## src/rtl/decode_execute_pkg.sv

```systemverilog
// Shared definitions for the RV32I decode/execute slice.
//   - opcode constants for the supported RV32I major opcodes
//   - alu_op_e : operation selector for alu_core
//   - imm_type_e : immediate format selector used by the decoder
//   - alu_op_from_f3 : maps func3 plus the alternate bit to an ALU op
package decode_execute_pkg;

  localparam logic [6:0] OPC_LUI     = 7'b0110111;
  localparam logic [6:0] OPC_AUIPC   = 7'b0010111;
  localparam logic [6:0] OPC_JAL     = 7'b1101111;
  localparam logic [6:0] OPC_JALR    = 7'b1100111;
  localparam logic [6:0] OPC_BRANCH  = 7'b1100011;
  localparam logic [6:0] OPC_LOAD    = 7'b0000011;
  localparam logic [6:0] OPC_STORE   = 7'b0100011;
  localparam logic [6:0] OPC_OPIMM   = 7'b0010011;
  localparam logic [6:0] OPC_OP      = 7'b0110011;
  localparam logic [6:0] OPC_MISCMEM = 7'b0001111;
  localparam logic [6:0] OPC_SYSTEM  = 7'b1110011;

  localparam logic [31:0] EBREAK_MASK  = 32'hFFF0707F;
  localparam logic [31:0] EBREAK_VALUE = 32'h00100073;

  typedef enum logic [3:0] {
    ALU_ADD,
    ALU_SUB,
    ALU_SLL,
    ALU_SLT,
    ALU_SLTU,
    ALU_XOR,
    ALU_SRL,
    ALU_SRA,
    ALU_OR,
    ALU_AND
  } alu_op_e;

  typedef enum logic [2:0] {
    IMM_NULL,
    IMM_R,
    IMM_I,
    IMM_S,
    IMM_B,
    IMM_U,
    IMM_J
  } imm_type_e;

  // alt selects SUB (func3 000) or SRA (func3 101); caller decides when it applies.
  function automatic alu_op_e alu_op_from_f3(input logic [2:0] f3, input logic alt);
    alu_op_e op;
    case (f3)
      3'b000:  op = alt ? ALU_SUB : ALU_ADD;
      3'b001:  op = ALU_SLL;
      3'b010:  op = ALU_SLT;
      3'b011:  op = ALU_SLTU;
      3'b100:  op = ALU_XOR;
      3'b101:  op = alt ? ALU_SRA : ALU_SRL;
      3'b110:  op = ALU_OR;
      default: op = ALU_AND;
    endcase
    return op;
  endfunction

endpackage

```

## src/rtl/decode_execute_unit_alu.sv

```systemverilog
// alu_core: 32-bit RV32I integer ALU, purely combinational.
//   a, b   : operands
//   op     : operation (alu_op_e)
//   result : a op b; shifts use b[4:0] as the shift amount
module alu_core
  import decode_execute_pkg::*;
(
  input  logic [31:0] a,
  input  logic [31:0] b,
  input  alu_op_e     op,
  output logic [31:0] result
);

  logic [4:0] w_shamt;
  assign w_shamt = b[4:0];

  always_comb begin
    result = '0;
    case (op)
      ALU_ADD:  result = a + b;
      ALU_SUB:  result = a - b;
      ALU_SLL:  result = a << w_shamt;
      ALU_SLT:  result = ($signed(a) < $signed(b)) ? 32'd1 : 32'd0;
      ALU_SLTU: result = (a < b) ? 32'd1 : 32'd0;
      ALU_XOR:  result = a ^ b;
      ALU_SRL:  result = a >> w_shamt;
      ALU_SRA:  result = $unsigned($signed(a) >>> w_shamt);
      ALU_OR:   result = a | b;
      ALU_AND:  result = a & b;
      default:  result = '0;
    endcase
  end

endmodule

```

## src/rtl/decode_execute_unit.sv

```systemverilog
// decode_execute_unit: single-cycle RV32I decode and execute stage.
//   clk, rst            : clock and synchronous active-high reset (flags only)
//   inst, pc            : instruction and its address
//   src1, src2          : register-file read data for rs1/rs2
//   rs1, rs2, rd        : register indices extracted from inst
//   imm                 : sign-extended immediate (0 for R / no-immediate formats)
//   opcode, func3       : raw instruction fields
//   wen                 : register write-back enable
//   mem_valid, mem_wen  : memory request and store flag; wmask byte mask
//   aluout              : ALU result, memory address or branch/jump target
//   ben, jen            : branch taken, jump
//   ebreak              : current inst is EBREAK
//   illegal_q, ebreak_q : sticky flags, cleared by rst
module decode_execute_unit
  import decode_execute_pkg::*;
(
  input  logic        clk,
  input  logic        rst,
  input  logic [31:0] inst,
  input  logic [31:0] pc,
  input  logic [31:0] src1,
  input  logic [31:0] src2,
  output logic [4:0]  rs1,
  output logic [4:0]  rs2,
  output logic [4:0]  rd,
  output logic [31:0] imm,
  output logic [6:0]  opcode,
  output logic [2:0]  func3,
  output logic        wen,
  output logic        mem_valid,
  output logic        mem_wen,
  output logic [7:0]  wmask,
  output logic [31:0] aluout,
  output logic        ben,
  output logic        jen,
  output logic        ebreak,
  output logic        illegal_q,
  output logic        ebreak_q
);

  imm_type_e   w_imm_type;
  logic [31:0] w_imm;
  logic [31:0] w_alu_a;
  logic [31:0] w_alu_b;
  alu_op_e     w_alu_op;
  logic [31:0] w_alu_result;
  logic        w_illegal;
  logic        w_br_cond;
  logic        w_wen_raw;
  logic        w_jen_raw;
  logic        w_memv_raw;
  logic        w_memw_raw;

  logic r_illegal_q;
  logic r_ebreak_q;

  assign rs1    = inst[19:15];
  assign rs2    = inst[24:20];
  assign rd     = inst[11:7];
  assign opcode = inst[6:0];
  assign func3  = inst[14:12];
  assign imm    = w_imm;
  assign ebreak = ((inst & EBREAK_MASK) == EBREAK_VALUE);

  // Immediate format and legality from the major opcode.
  always_comb begin
    w_imm_type = IMM_NULL;
    w_illegal  = 1'b0;
    case (opcode)
      OPC_LUI, OPC_AUIPC:           w_imm_type = IMM_U;
      OPC_JAL:                      w_imm_type = IMM_J;
      OPC_JALR, OPC_LOAD, OPC_OPIMM: w_imm_type = IMM_I;
      OPC_BRANCH:                   w_imm_type = IMM_B;
      OPC_STORE:                    w_imm_type = IMM_S;
      OPC_OP:                       w_imm_type = IMM_R;
      OPC_MISCMEM, OPC_SYSTEM:      w_imm_type = IMM_NULL;
      default:                      w_illegal  = 1'b1;
    endcase
    if (opcode == OPC_BRANCH && (func3 == 3'b010 || func3 == 3'b011))
      w_illegal = 1'b1;
    if (opcode == OPC_LOAD && (func3 == 3'b011 || func3 == 3'b110 || func3 == 3'b111))
      w_illegal = 1'b1;
    if (opcode == OPC_STORE && func3 > 3'b010)
      w_illegal = 1'b1;
  end

  always_comb begin
    w_imm = '0;
    case (w_imm_type)
      IMM_I:   w_imm = {{20{inst[31]}}, inst[31:20]};
      IMM_S:   w_imm = {{20{inst[31]}}, inst[31:25], inst[11:7]};
      IMM_B:   w_imm = {{19{inst[31]}}, inst[31], inst[7], inst[30:25], inst[11:8], 1'b0};
      IMM_U:   w_imm = {inst[31:12], 12'b0};
      IMM_J:   w_imm = {{11{inst[31]}}, inst[31], inst[19:12], inst[20], inst[30:21], 1'b0};
      default: w_imm = '0;
    endcase
  end

  // Operand routing; unselected opcodes add 0 + 0 so aluout reads 0.
  always_comb begin
    w_alu_a  = '0;
    w_alu_b  = '0;
    w_alu_op = ALU_ADD;
    case (opcode)
      OPC_OP: begin
        w_alu_a  = src1;
        w_alu_b  = src2;
        w_alu_op = alu_op_from_f3(func3, inst[30]);
      end
      OPC_OPIMM: begin
        w_alu_a  = src1;
        w_alu_b  = w_imm;
        // inst[30] is an immediate bit for ADDI; only SRAI uses it as a selector.
        w_alu_op = alu_op_from_f3(func3, inst[30] && func3 == 3'b101);
      end
      OPC_LUI: begin
        w_alu_b = w_imm;
      end
      OPC_AUIPC, OPC_JAL, OPC_BRANCH: begin
        w_alu_a = pc;
        w_alu_b = w_imm;
      end
      OPC_JALR, OPC_LOAD, OPC_STORE: begin
        w_alu_a = src1;
        w_alu_b = w_imm;
      end
      default: ;
    endcase
  end

  alu_core u_alu (
    .a      (w_alu_a),
    .b      (w_alu_b),
    .op     (w_alu_op),
    .result (w_alu_result)
  );

  assign aluout = (opcode == OPC_JALR) ? (w_alu_result & ~32'd1) : w_alu_result;

  always_comb begin
    w_br_cond = 1'b0;
    case (func3)
      3'b000:  w_br_cond = (src1 == src2);
      3'b001:  w_br_cond = (src1 != src2);
      3'b100:  w_br_cond = ($signed(src1) < $signed(src2));
      3'b101:  w_br_cond = ($signed(src1) >= $signed(src2));
      3'b110:  w_br_cond = (src1 < src2);
      3'b111:  w_br_cond = (src1 >= src2);
      default: w_br_cond = 1'b0;
    endcase
  end

  assign w_wen_raw  = (opcode == OPC_OP) || (opcode == OPC_OPIMM) || (opcode == OPC_LOAD) ||
                      (opcode == OPC_LUI) || (opcode == OPC_AUIPC) || (opcode == OPC_JAL) ||
                      (opcode == OPC_JALR);
  assign w_jen_raw  = (opcode == OPC_JAL) || (opcode == OPC_JALR);
  assign w_memv_raw = (opcode == OPC_LOAD) || (opcode == OPC_STORE);
  assign w_memw_raw = (opcode == OPC_STORE);

  assign wen       = w_wen_raw  && !w_illegal;
  assign jen       = w_jen_raw  && !w_illegal;
  assign mem_valid = w_memv_raw && !w_illegal;
  assign mem_wen   = w_memw_raw && !w_illegal;
  assign ben       = (opcode == OPC_BRANCH) && w_br_cond && !w_illegal;

  always_comb begin
    wmask = 8'h00;
    if (opcode == OPC_STORE) begin
      case (func3)
        3'b000:  wmask = 8'h01;
        3'b001:  wmask = 8'h03;
        3'b010:  wmask = 8'h0F;
        default: wmask = 8'h00;
      endcase
    end
  end

  always_ff @(posedge clk) begin
    if (rst) begin
      r_illegal_q <= 1'b0;
      r_ebreak_q  <= 1'b0;
    end else begin
      if (w_illegal) r_illegal_q <= 1'b1;
      if (ebreak)    r_ebreak_q  <= 1'b1;
    end
  end

  assign illegal_q = r_illegal_q;
  assign ebreak_q  = r_ebreak_q;

endmodule

```

## config.mk

```make
export PLATFORM = sky130hd
export DESIGN_NAME = decode_execute_unit
export DESIGN_NICKNAME = d
export VERILOG_FILES = /design/src/rtl/decode_execute_pkg.sv /design/src/rtl/decode_execute_unit_alu.sv /design/src/rtl/decode_execute_unit.sv
export SDC_FILE = /design/constraint.sdc
export NUM_CORES = 1
export LEC_CHECK = 0
export BUFFER_PORTS_ARGS = -buffer_cell sky130_fd_sc_hd__clkbuf_2
export CAP_MARGIN = 20
export CORE_UTILIZATION = 40
export CTS_CLUSTER_DIAMETER = 150
export DETAILED_ROUTE_END_ITERATION = 7
export GPL_TIMING_DRIVEN = 0
export HOLD_SLACK_MARGIN = 0.1
export PLACE_DENSITY = 0.61
export REMOVE_ABC_BUFFERS = 1
export SYNTH_ARGS = -nofsm -noshare
export SYNTH_HDL_FRONTEND = slang
export SYNTH_SLANG_ARGS = --single-unit
```

## constraint.sdc

```tcl
create_clock -name clk -period 14.02 [get_ports clk]
set_input_delay 4.206 -clock clk [delete_from_list [all_inputs] [get_ports clk]]
set_output_delay 4.206 -clock clk [all_outputs]
set_load 0.02 [all_outputs]
```

==> impl_metrics.env, run 1 <==
export IMPL_outcome="finished clean"
export IMPL_core_area_um2=28900
export IMPL_synth_area_leader_cell="ha_1"
export IMPL_synthCells=1843
export IMPL_grt_total_usage=0.404
export IMPL_arrival_ns=9.68
export IMPL_via_per_inst=6.82
export IMPL_root_buffer="clkbuf_16"
export IMPL_synth_compound_area_frac=0.419
export IMPL_cap_violations=0
export IMPL_end_kind="output port"
export IMPL_io_buffers=230
export IMPL_whs_ns=0.472
export IMPL_synth_edf_count=0
export IMPL_worst_pin_slew_ns=1.12
export IMPL_synth_seq_cells=2
export IMPL_cts_buffers=3
export IMPL_synth_top_family_by_area="compound AO/OA/AOI/OAI gates"
export IMPL_critPathBufInv=2
export IMPL_nets=2200
export IMPL_seqPwrFrac=0.017
export IMPL_cts_tree="built"
export IMPL_async_reset_ff_frac=0
export IMPL_synth_most_common_cell="nand2_1"
export IMPL_nFillCells=3090
export IMPL_power_total_w=0.000345
export IMPL_die_w_um=174
export IMPL_grt_max_degree=76
export IMPL_cts_num_sinks=2
export IMPL_grt_overflow_total=0
export IMPL_drc=0
export IMPL_antenna_left=0
export IMPL_netlist_area_um2=11900
export IMPL_vias=15800
export IMPL_die_height_um=174
export IMPL_finalCritPeriodShare=0.990
export IMPL_yosys_area_share_simple=0.234
export IMPL_synthMuxAreaShare=0.0718
export IMPL_finalMaxSlewViolations=0
export IMPL_clk_pin_slew_ns=0.03
export IMPL_antenna_found_initial=2
export IMPL_grt_pass1_vias=14500
export IMPL_path_cells="clkbuf_2, and4bb_4, a22o_1, a21o_2, ha_1, fa_1, nor2_1, o311ai_0, a21oi_1, a221oi_4, o2111ai_1, nand3_1, nand2_1, a221o_1, a221o_1, clkbuf_2"
export IMPL_power_switching_w=0.000205
export IMPL_power_density_nw_per_um2=26.1
export IMPL_critPathLaunchType="input port"
export IMPL_setup_viol=0
export IMPL_firstDrtPassIters=5
export IMPL_rows=62
export IMPL_n_antenna_cell=0
export IMPL_clockBufferDepth=2
export IMPL_gp_congestion=1.06
export IMPL_crit_fanout=21
export IMPL_relSlewSlack=0.253
export IMPL_synth_adder_area_share=0.139
export IMPL_yosys_warnings=0
export IMPL_finalHoldViolations=0
export IMPL_hold_buffers=0
export IMPL_synth_area_leaders="ha_1 (14%), a21oi_1 (7.7%), nand2_1 (5.9%)"
export IMPL_clock_skew_ns=0
export IMPL_place_hpwl_um=51300
export IMPL_layout_drive_gt1_share=0.169
export IMPL_place_ws_ns=-0.475
export IMPL_worstHoldPathType="reg2reg"
export IMPL_die_area_um2=30400
export IMPL_synth_common_cells="nand2_1 (185), a21oi_1 (182), nor2_1 (178)"
export IMPL_cp_slowest_cell="a22o_1"
export IMPL_insertion_delay_ns=0.22
export IMPL_post_route_util=0.456
export IMPL_grt_pass1_wl_um=93800
export IMPL_io_pins=235
export IMPL_fin_crit_ns=13.88
export IMPL_setup_slack_ns=0.137
export IMPL_combPwrFrac=0.855
export IMPL_wirelength_um=63600
export IMPL_tns_ns=0
export IMPL_synth_top_area_share=0.136
export IMPL_fmax_mhz=72.0
export IMPL_pwr_share_clk=0.127
export IMPL_drt_iter0_markers=2457
export IMPL_synthFlopType="dfxtp_1"
export IMPL_slowest_delay_ns=0.67
export IMPL_synthToLayoutAreaGrowth_pct=11.3
export IMPL_p_int_w=0.000140
export IMPL_cp_required_ns=9.81
export IMPL_crit_family="compound AO/OA/AOI/OAI gates"
export IMPL_crit_type="in2out"
export IMPL_max_vdd_ir_drop_mv=0.0592
export IMPL_wl_per_cell_um=27.4
export IMPL_start_util=0.410
export IMPL_sw_frac_of_total=0.594
export IMPL_h_tree_depth=1
export IMPL_synth_xor_area_frac=0.0103
export IMPL_synth_distinct_cells=100
export IMPL_avgSynthCellArea_um2=6.44
export IMPL_leakagePower_nw=6.36
export IMPL_ys_seq_area_frac=0.00337
[power by group through the flow]
stage | clock (W) | sequential, W | combinational [W]
after floorplan | 0 | 0.00000632 | 0.000155
after global placement | 0 | 0.00000610 | 0.000273
after detailed placement | 0 | 0.00000609 | 0.000279
after CTS | 0.0000442 | 0.00000602 | 0.000281
after global routing | 0.0000446 | 0.00000604 | 0.000312
final | 0.0000439 | 0.00000602 | 0.000295
[layer usage]
| layer | vias to the layer above | GRT usage | part of all wire |
|---|---|---|---|
| met4 | 2 | 0.178 | 0.053 |
| li1 | 7005 | - | - |
| met3 | 195 | 0.0814 | 0.12 |
| met5 | - | 0 | 0.00014 |
| met1 | 7437 | 0.539 | 0.40 |
| met2 | 1200 | 0.625 | 0.43 |
[area by class of cell]
type / count / area, um2 / area share
clock buffers: 3 / 75.1 / 0.00568
inverters: 141 / 539 / 0.0408
multi-input cells: 1538 / 10500 / 0.796
flip-flops and latches: 2 / 40.0 / 0.00303
well taps: 384 / 480 / 0.0364
repair buffers: 253 / 1560 / 0.118
[stage by stage]
| stage | cell area (um2) | std cells |
|---|---|---|
| after global placement | 12600 | 2295 |
| after floorplan | 11000 | 1681 |
| final | 13200 | 2321 |
| after CTS | 13100 | 2319 |
| after global routing | 13200 | 2321 |
| after detailed placement | 13000 | 2315 |
[kinds of logic after synthesis]
family | count (synthesis)
xor gates and xnor gates | 14
buffers and inverters | 306
adders and majority gates | 131
DFF | 2
and+or+nand+nor | 592
muxes | 83
AOI/OAI and AO/OA | 714
other | 1
[sequential cells by signal, indices dropped and copies added (netlist names)]
| register | cells |
|---|---|
| illegal_q | 1 |
| ebreak_q | 1 |
[repair_timing]
action	CTS	global route
setup buffers	1	1
setup endpoints to repair	5	11
pin swaps	1	2
cloned	0	0
resized for setup	3	14
[final timing paths]
| check | from | cells after the start | slack [ns] | end |
|---|---|---|---|---|
| worst max-delay path | inst[2] | 16 | 0.14 | aluout[28] |
| worst min-delay path | illegal_q | 2 | 0.47 | illegal_q |
| worst max register to register | illegal_q | 2 | 13.46 | illegal_q |
| worst min register to register | illegal_q | 2 | 0.47 | illegal_q |
[worst reg2reg max path: stages (launching register included)]
cell and delay (ns):
dfxtp_1 0.30, nor2_1 0.10, nor2_1 0.05
[cell usage in the layout, fill, tap and decap left out, drive strengths merged, types with 9 or more instances in the layout]
master | Yosys | final
clkbuf | 69 | 233
nand2 | 185 | 185
a21oi | 184 | 184
nor2 | 179 | 179
inv | 140 | 140
o21ai | 132 | 132
ha | 129 | 129
mux2i | 69 | 69
a21o | 51 | 51
nand3 | 43 | 43
a221oi | 38 | 38
a211oi | 36 | 36
nor3 | 32 | 32
o211ai | 30 | 30
and3 | 30 | 30
o22ai | 26 | 26
and2 | 23 | 23
buf | 96 | 23
nand4 | 20 | 20
a22oi | 20 | 20
nand2b | 18 | 18
a2111oi | 17 | 17
nor2b | 16 | 16
a31oi | 16 | 16
o21a | 14 | 14
mux2 | 14 | 14
o21bai | 13 | 13
o221ai | 13 | 13
a211o | 13 | 13
nor4 | 13 | 13
a32oi | 13 | 13
o2bb2ai | 12 | 12
xnor2 | 11 | 11
a221o | 10 | 10
a22o | 9 | 9
Power figures use the tool's default switching activity.
==> inputs of run 2 (changes only) <==
Settings changed: ABC_AREA set to 1.
==> run 2 against run 1 <==
Against the previous run:
- the flow now finishes with violations (DRC)
- sequential share of layout area is essentially flat
- clock power is essentially flat
- routed wire length shrank 1.9%
- first-iteration DRC count shrank 18%
- final cell count grew 20%
- register-to-register slack lost 0.03 ns
- global-route usage shrank 1.4 points
- critical path depth grew 5
- worst setup slack gained 0.23 ns
- via count grew 5.8%
- critical path type unchanged
- critical endpoint is now aluout[10]
- largest cell class unchanged
- highest routed layer is now met4
==> impl_metrics.env, run 2 <==
export IMPL_outcome="finished, violations left"
export IMPL_violations="DRC"
export IMPL_vias=16800
export IMPL_wl_met1_um=26600
export IMPL_cap_violations=0
export IMPL_synthToLayoutAreaGrowth_pct=9.77
export IMPL_setup_viol=0
export IMPL_critPathLaunchType="input port"
export IMPL_die_w_um=176
export IMPL_netlist_area_um2=12100
export IMPL_critPathBufInv=4
export IMPL_antenna_left=0
export IMPL_synth_seq_cells=2
export IMPL_finalCritPeriodShare=0.974
export IMPL_end_kind="output port"
export IMPL_wirelength_um=62500
export IMPL_die_area_um2=31000
export IMPL_sw_frac_of_total=0.625
export IMPL_cts_buffers=3
export IMPL_cts_num_sinks=2
export IMPL_max_vdd_ir_drop_mv=0.0676
export IMPL_n_antenna_cell=0
export IMPL_crit_type="in2out"
export IMPL_place_ws_ns=-0.142
export IMPL_arrival_ns=9.44
export IMPL_io_pins=235
export IMPL_insertion_delay_ns=0.22
export IMPL_leakagePower_nw=7.77
export IMPL_root_buffer="clkbuf_16"
export IMPL_grt_total_usage=0.390
export IMPL_start_util=0.408
export IMPL_firstDrtPassIters=8
export IMPL_post_cts_buffers=0
export IMPL_core_area_um2=29700
export IMPL_die_height_um=176
export IMPL_synth_top_area_share=0.175
export IMPL_wl_met2_um=25900
export IMPL_rrSetupSlack_ns=13.43
export IMPL_combPwrFrac=0.863
export IMPL_synthFlopType="dfxtp_1"
export IMPL_relSlewSlack=0.157
export IMPL_h_tree_depth=1
export IMPL_worst_pin_slew_ns=1.26
export IMPL_fin_crit_ns=13.65
export IMPL_tns_ns=0
export IMPL_synth_area_leader_cell="nand2_1"
export IMPL_rsz0062_at_grt="no"
export IMPL_finalMaxSlewViolations=0
export IMPL_fmax_mhz=73.3
export IMPL_via_per_inst=6.00
export IMPL_hold_buffers=0
export IMPL_power_density_nw_per_um2=27.3
export IMPL_clockBufferDepth=2
export IMPL_nets=2668
export IMPL_startpoint="inst[1]"
export IMPL_cts_tree="built"
export IMPL_crit_fanout=59
export IMPL_grt_max_degree=80
export IMPL_cp_required_ns=9.81
export IMPL_timing_rr_start="illegal_q"
export IMPL_slowest_delay_ns=0.76
export IMPL_synth_edf_count=0
export IMPL_power_switching_w=0.000227
export IMPL_worstHoldStart="illegal_q"
export IMPL_ys_seq_area_frac=0.00331
export IMPL_synth_area_leaders="nand2_1 (18%), nand3_1 (16%), ha_1 (13%)"
export IMPL_crit_family="compound AO/OA/AOI/OAI gates"
export IMPL_pwr_share_clk=0.120
export IMPL_layout_drive_gt1_share=0.146
export IMPL_drc=5
export IMPL_finalHoldViolations=0
export IMPL_gp_congestion=1.01
export IMPL_antenna_found_initial=1
export IMPL_rows=63
export IMPL_grt_pass1_wl_um=91200
export IMPL_seqPwrFrac=0.017
export IMPL_io_buffers=230
export IMPL_path_cells="clkbuf_2, nand2_2, nor2_1, nand2_4, nand3_2, nor2_4, o21ai_2, a21oi_4, inv_4, ha_1, a21oi_1, o21ai_0, a21oi_1, o21ai_0, inv_1, o21ai_0, a21oi_1, nor2_1, a211oi_1, nand2_1, clkbuf_2"
export IMPL_avgSynthCellArea_um2=5.29
export IMPL_place_hpwl_um=51300
export IMPL_grt_pass1_vias=14900
export IMPL_clock_skew_ns=0
export IMPL_wl_per_cell_um=22.3
export IMPL_async_reset_ff_frac=0
export IMPL_synth_common_cells="nand2_1 (566), nand3_1 (376), inv_1 (273)"
export IMPL_drt_iter0_markers=2026
export IMPL_synthCells=2291
export IMPL_worstHoldPathType="reg2reg"
export IMPL_synth_most_common_cell="nand2_1"
export IMPL_wl_met3_um=6550
export IMPL_grt_overflow_total=0
export IMPL_yosys_warnings=0
export IMPL_clk_pin_slew_ns=0.03
export IMPL_synth_distinct_cells=61
export IMPL_setup_slack_ns=0.371
export IMPL_highest_layer="met4"
export IMPL_mostFrequentLayoutCells="nand2_1 (565), nand3_1 (374), inv_1 (273)"
export IMPL_final_common_cell="nand2_1"
export IMPL_cp_slowest_cell="a21oi_4"
export IMPL_p_int_w=0.000136
==> run 2: cell count changes after synthesis, sizes merged, moves of 20 or more <==
cell / delta
nand3: +346
nand4: +21
a221oi: -35
a211oi: -28
inv: +146
and2: -22
a21o: -44
and3: -27
a22oi: -20
nand2: +408
mux2i: -69
clkbuf: -45
==> run 2: power by group through the flow <==
| stage | Combinational (W) | Clock (W) | Sequential (W) |
|---|---|---|---|
| after floorplan | 0.000184 | 0 | 0.00000634 |
| after global placement | 0.000299 | 0 | 0.00000609 |
| after detailed placement | 0.000301 | 0 | 0.00000610 |
| after CTS | 0.000303 | 0.0000433 | 0.00000603 |
| after global routing | 0.000340 | 0.0000440 | 0.00000605 |
| final | 0.000313 | 0.0000436 | 0.00000603 |
==> run 2: worst register-to-register path, cell delays in order, from the launching register on <==
cell and delay (ns):
dfxtp_1 0.30, o21bai_1 0.13, inv_1 0.05
==> run 2: timing repair <==
| action | CTS | global route |
|---|---|---|
| gates resized for setup | 1 | 14 |
| setup endpoints to repair | 6 | 20 |
| gates cloned | 0 | 0 |
==> run 2: worst paths after layout <==
path                 to  cells after the start
min           illegal_q                      2
min reg2reg   illegal_q                      2
max          aluout[10]                     21
max reg2reg   illegal_q                      2
==> run 2: layout make-up <==
| cell class | count | area, um2 |
|---|---|---|
| multi-input cells | 1871 | 10300 |
| well taps | 390 | 488 |
| fillers | 3497 | 16400 |
| flip-flops and latches | 2 | 40.0 |
| repair buffers | 239 | 1320 |
| clock buffers | 3 | 75.1 |
| inverters | 290 | 1100 |
==> run 2: routing by layer <==
metal / vias up / GRT usage
met1: 7664 / 0.524
met3: 142 / 0.0749
met4: 0 / 0.179
met2: 1043 / 0.598
li1: 7908 / -
met5: - / 0
==> run 2: through the flow <==
step / std cells / hold slack, ns / power (W) / instance area [um2] / utilization
2_1_floorplan: 2163 / 0.520 / 0.000191 / 11300 / -
3_3_place_gp: 2783 / 0.448 / 0.000305 / 13000 / 0.437
3_5_place_dp: 2789 / 0.464 / 0.000308 / 13200 / 0.443
4_1_cts: 2792 / 0.472 / 0.000352 / 13200 / 0.445
5_1_grt: 2795 / 0.487 / 0.000390 / 13300 / 0.447
6_report: 2795 / 0.466 / 0.000363 / 13300 / 0.447
==> run 2: cells by family after synthesis <==
family	Yosys count	synth area share
buffers and inverters	421	0.155
flip-flops	2	0.00331
XOR/XNOR	7	0.00506
adder cells (fa/ha/maj)	131	0.137
AO/OA/AOI/OAI	459	0.226
other	1	0.000310
AND/OR/NAND/NOR	1270	0.474
